===== src/rtl/bus_arbiter3.sv =====
// Round-robin arbiter sharing one 32-bit bus among three requesters.
// Drives registered one-hot grants, the 3:1 mux select and busy; a hold limit bounds contended ownership.
module bus_arbiter3 #(
   parameter int MAX_HOLD = 16,
   parameter int CNT_W    = 5
) (
   input  logic       clk,
   input  logic       reset_n,
   input  logic [2:0] req,
   output logic [2:0] grant,
   output logic [1:0] sel,
   output logic       busy
);

   typedef enum logic [0:0] {IDLE = 1'b0, OWN = 1'b1} state_t;

   localparam logic [CNT_W-1:0] CNT_ONE  = CNT_W'(1);
   localparam logic [CNT_W-1:0] CNT_HOLD = CNT_W'(MAX_HOLD);

   state_t           state_r, state_n;
   logic [1:0]       owner_r, owner_n;
   logic [1:0]       ptr_r, ptr_n;
   logic [CNT_W-1:0] cnt_r, cnt_n;
   logic [2:0]       grant_r, grant_n;
   logic [1:0]       sel_r, sel_n;
   logic             busy_r, busy_n;
   logic [2:0]       others_s;
   logic             owner_req_s;

   function automatic logic [1:0] inc3(input logic [1:0] i);
      case (i)
         2'd0:    inc3 = 2'd1;
         2'd1:    inc3 = 2'd2;
         default: inc3 = 2'd0;
      endcase
   endfunction

   function automatic logic bit3(input logic [2:0] r, input logic [1:0] i);
      case (i)
         2'd0:    bit3 = r[0];
         2'd1:    bit3 = r[1];
         2'd2:    bit3 = r[2];
         default: bit3 = 1'b0;
      endcase
   endfunction

   function automatic logic [2:0] onehot3(input logic [1:0] i);
      case (i)
         2'd0:    onehot3 = 3'b001;
         2'd1:    onehot3 = 3'b010;
         2'd2:    onehot3 = 3'b100;
         default: onehot3 = 3'b000;
      endcase
   endfunction

   // Mux select encoding is fixed by the bus mux wiring, not by requester index.
   function automatic logic [1:0] sel_code(input logic [1:0] i);
      case (i)
         2'd0:    sel_code = 2'b10;
         2'd1:    sel_code = 2'b11;
         default: sel_code = 2'b00;
      endcase
   endfunction

   // First set request scanning upward (mod 3) from start; caller guarantees r != 0.
   function automatic logic [1:0] pick3(input logic [2:0] r, input logic [1:0] start);
      if (bit3(r, start)) begin
         pick3 = start;
      end else if (bit3(r, inc3(start))) begin
         pick3 = inc3(start);
      end else begin
         pick3 = inc3(inc3(start));
      end
   endfunction

   // Next-state, ownership, round-robin pointer and hold counter decisions.
   always_comb begin
      state_n     = state_r;
      owner_n     = owner_r;
      ptr_n       = ptr_r;
      cnt_n       = cnt_r;
      grant_n     = grant_r;
      sel_n       = sel_r;
      busy_n      = busy_r;
      others_s    = req & ~onehot3(owner_r);
      owner_req_s = bit3(req, owner_r);

      case (state_r)
         IDLE: begin
            if (|req) begin
               state_n = OWN;
               owner_n = pick3(req, ptr_r);
               cnt_n   = CNT_ONE;
            end else begin
               state_n = IDLE;
            end
         end
         OWN: begin
            // Release takes precedence over the hold limit when both happen together.
            if (!owner_req_s || (cnt_r == CNT_HOLD)) begin
               if (|others_s) begin
                  owner_n = pick3(others_s, inc3(owner_r));
                  ptr_n   = inc3(owner_r);
                  cnt_n   = CNT_ONE;
               end else if (!owner_req_s) begin
                  state_n = IDLE;
                  ptr_n   = inc3(owner_r);
               end else begin
                  cnt_n   = CNT_ONE;
               end
            end else begin
               cnt_n = cnt_r + CNT_ONE;
            end
         end
         default: begin
            state_n = IDLE;
         end
      endcase

      // sel keeps the last owner's code while idle.
      if (state_n == OWN) begin
         grant_n = onehot3(owner_n);
         sel_n   = sel_code(owner_n);
         busy_n  = 1'b1;
      end else begin
         grant_n = 3'b000;
         sel_n   = sel_r;
         busy_n  = 1'b0;
      end
   end

   // State and registered outputs; async reset drops any grant immediately.
   always_ff @(posedge clk or negedge reset_n) begin
      if (!reset_n) begin
         state_r <= IDLE;
         owner_r <= 2'd0;
         ptr_r   <= 2'd0;
         cnt_r   <= '0;
         grant_r <= 3'b000;
         sel_r   <= 2'b00;
         busy_r  <= 1'b0;
      end else begin
         state_r <= state_n;
         owner_r <= owner_n;
         ptr_r   <= ptr_n;
         cnt_r   <= cnt_n;
         grant_r <= grant_n;
         sel_r   <= sel_n;
         busy_r  <= busy_n;
      end
   end

   assign grant = grant_r;
   assign sel   = sel_r;
   assign busy  = busy_r;

endmodule

===== config.mk =====
export PLATFORM = sky130hd
export DESIGN_NAME = bus_arbiter3
export DESIGN_NICKNAME = d
export VERILOG_FILES = /design/src/rtl/bus_arbiter3.sv
export SDC_FILE = /design/constraint.sdc
export NUM_CORES = 1
export LEC_CHECK = 0
export CAP_MARGIN = 20
export CELL_PAD_IN_SITES_DETAIL_PLACEMENT = 0
export CELL_PAD_IN_SITES_GLOBAL_PLACEMENT = 1
export CORE_ASPECT_RATIO = 0.9
export CORE_UTILIZATION = 37
export DETAILED_ROUTE_END_ITERATION = 12
export PLACE_DENSITY_LB_ADDON = 0.25
export REMOVE_ABC_BUFFERS = 1
export SETUP_SLACK_MARGIN = 0.02
export SYNTH_ARGS = -nofsm -noshare
export SYNTH_HDL_FRONTEND = slang
export SYNTH_SLANG_ARGS = --single-unit

===== constraint.sdc =====
create_clock -name clk -period 1.7 [get_ports clk]
set_input_delay 0.34 -clock clk [delete_from_list [all_inputs] [get_ports clk]]
set_output_delay 0.34 -clock clk [all_outputs]
set_load 0.05 [all_outputs]

==> reports/metrics.csv <==
metric;value;unit
drv_slew;0;
num_rows;16;
clk_path_buf_depth;2;
hold_viol_final;0;
clock.fmax;0.550;GHz
dr.first_iter.drc_count;11;
crit_required;1.92;ns
grt_util_all_layers;20.7;%
hpwl;1660;um
violations;negative setup slack;
start_util;40.6;%
via_per_inst;5.24;
cts_made_buffers;3;
cts_root_buf;clkbuf_4;
grt_max_degree;16;
async_flop_share;100;%
vias;849;
overflow;0;
fin_nets;143;
tightest_slew;0.440;ns
rsz0062_at_grt;true;
wl;2360;um
p_leak;0.625;nW
ys_seq_area_share;41.3;%
reg2reg_slack;-0.12;ns
die_area;2660;um2
place_area;1200;um2
clock_sinks;15;
yosysWarnings;0;
power;2.32;mW
synth_cell_types;37;
syn_to_final_growth;50.3;%
cts_tree;built;
antennaDiodeCount;0;
firstDrtPassIters;4;
worstSetupPathType;flip-flop to flip-flop;
cap_violations;0;
fin_cells;162;
hold_path_class;input port to async pin;
powerDensity;1700;nW/um2
clkLatencyLatePin;0.29;ns
clk_pin_slew;0.09;ns
period_minus_slack;1.82;ns
period_share;107;%
synth_ff_type;dfrtp_1;
fin_ws;-0.119;ns
cp_data_arrival_time;2.04;ns
ir_drop;1.24;mV
worstSetupStartpointType;flip-flop;
synth_edf_count;0;
grt_pass1_wl;3950;um
rr_worst_depth;6;
syn_area;910;um2
r2r_start;owner_r[1]$_DFF_PN0_;
skew;0.000716;ns
synth.avg_cell_area;9.38;um2
ios;11;
post-place-cells;155;
slew-limit-headroom;69.9;%
stdcell_area;1370;um2
yosysTopAreaCell;dfrtp_1;
chipHeight;49.0;um
crit_path_end;grant[0]$_DFF_PN0_;
yosys.cell_count.top_type;dfrtp_1;
drt-wirelength-per-cell;14.5;um
cp_max_fo;4;
setup_viol_count_final;8;
startpoint;owner_r[1]$_DFF_PN0_;
synth_top_area_share;41.3;%
cts_max_level;1;
antenna_found_initial;0;
core;2240;um2
crit_path_end_kind;flip-flop;
gp_congestion;0.834;
r2r_end;grant[0]$_DFF_PN0_;
synthTopCellsByArea;dfrtp_1 41%, a21oi_1 5.0%, o21ai_0 3.9%;
synthTopCellsByCount;15 x dfrtp_1, 9 x a21oi_1, 7 x o21ai_0;
numPortBuffers;10;
drive_gt1_share;45.2;%
status;finished, violations left;
postSynthCellCount;97;
finish.utilization;61.0;%
drc;0;
grt_pass1_vias;862;
die_w;54.3;um
ys_ff_latch;15;
ant_nets;0;
==> where the power goes <==
| group | leakage [nW] | internal [mW] | switching, mW | total [mW] |
|---|---|---|---|---|
| Clock | 0.0177 | 0.0876 | 0.119 | 0.206 |
| Combinational | 0.426 | 0.755 | 0.754 | 1.51 |
| Sequential | 0.182 | 0.501 | 0.107 | 0.608 |
==> flip-flops by register name, summed over array words and instances, names as in the netlist <==
name,flops
cnt_r,5
grant,3
owner_r,2
ptr_r,2
sel,2
state_r,1
==> worst min-delay path by stage <==
stage	end	depth (start not counted)	slack, ns	from
global route	cnt_r[0]$_DFFE_PN0P_	2	0.39	reset_n
finish	cnt_r[2]$_DFFE_PN0P_	2	0.35	reset_n
floorplan	cnt_r[0]$_DFFE_PN0P_	0	0.04	reset_n
detailed placement	cnt_r[4]$_DFFE_PN0P_	1	0.50	cnt_r[4]$_DFFE_PN0P_
global placement	cnt_r[4]$_DFFE_PN0P_	1	0.49	cnt_r[4]$_DFFE_PN0P_
CTS	cnt_r[2]$_DFFE_PN0P_	2	0.35	reset_n
==> per-layer routing <==
layer	wire length (um)	track usage, %	part of all wire, %
met1	1070	27.7	46
met2	1130	31.7	48
met3	110	6.54	4.7
met4	44	5.13	1.9
met5	0	0	0
==> through the flow <==
| stage | hold slack (ns) | worst slack, ns | TNS, ns |
|---|---|---|---|
| global route | 0.394 | -0.211 | -1.31 |
| global placement | 0.486 | -0.583 | -6.71 |
| detailed placement | 0.497 | -0.639 | -7.28 |
| floorplan | 0.0444 | -0.121 | -0.509 |
| finish | 0.349 | -0.119 | -0.471 |
| CTS | 0.350 | -0.0876 | -0.389 |
==> logic make-up (layout without fill, tap and decap cells) <==
logic type | count (synthesis) | in the layout | share of synthesized area, %
buffers and inverters | 12 | 50 | 7.15
DFF | 15 | 15 | 41.3
AOI/OAI and AO/OA | 29 | 29 | 21.2
and+or+nand+nor | 34 | 34 | 21.7
muxes | 5 | 5 | 5.91
adders and majority gates | 2 | 2 | 2.75
==> critical path, cell delays in order, from the launching register on <==
cell	delay, ns
dfrtp_1	0.42
nor3b_4	0.17
and2_1	0.15
a211o_1	0.28
a21o_1	0.18
a311oi_2	0.33
nor3b_2	0.22
==> placed cells by master, fill, tap and decap left out, drive strengths merged, types with 2 or more instances in the layout <==
| cell type | n |
|---|---|
| mux2 | 3 |
| dfrtp | 15 |
| nor2b | 4 |
| clkbuf | 3 |
| nor3 | 2 |
| a21oi | 9 |
| clkinv | 2 |
| and2 | 3 |
| nand3 | 3 |
| dlygate4sd2 | 3 |
| nor2 | 6 |
| nand2 | 5 |
| ha | 2 |
| o31ai | 2 |
| buf | 35 |
| o21ai | 8 |
| nor3b | 2 |
| a21o | 2 |
| mux2i | 2 |
| nand2b | 4 |
| inv | 6 |
==> timing repair <==
| action | in CTS | in global routing |
|---|---|---|
| buffers inserted | 4 | 0 |
| hold buffers | 0 | 0 |
| endpoints found under the setup margin | 14 | 14 |
| resized for setup | 12 | 17 |
| pin swaps | 8 | 2 |
==> area by class of cell <==
class / count / area [um2]
Fill cell: 207 / 875
Inverter: 7 / 26.3
Clock inverter: 1 / 5.00
Tap cell: 27 / 33.8
Timing Repair Buffer: 39 / 319
Sequential cell: 15 / 377
Clock buffer: 3 / 22.5
Multi-Input combinational cell: 70 / 584
Power figures use the tool's default switching activity.
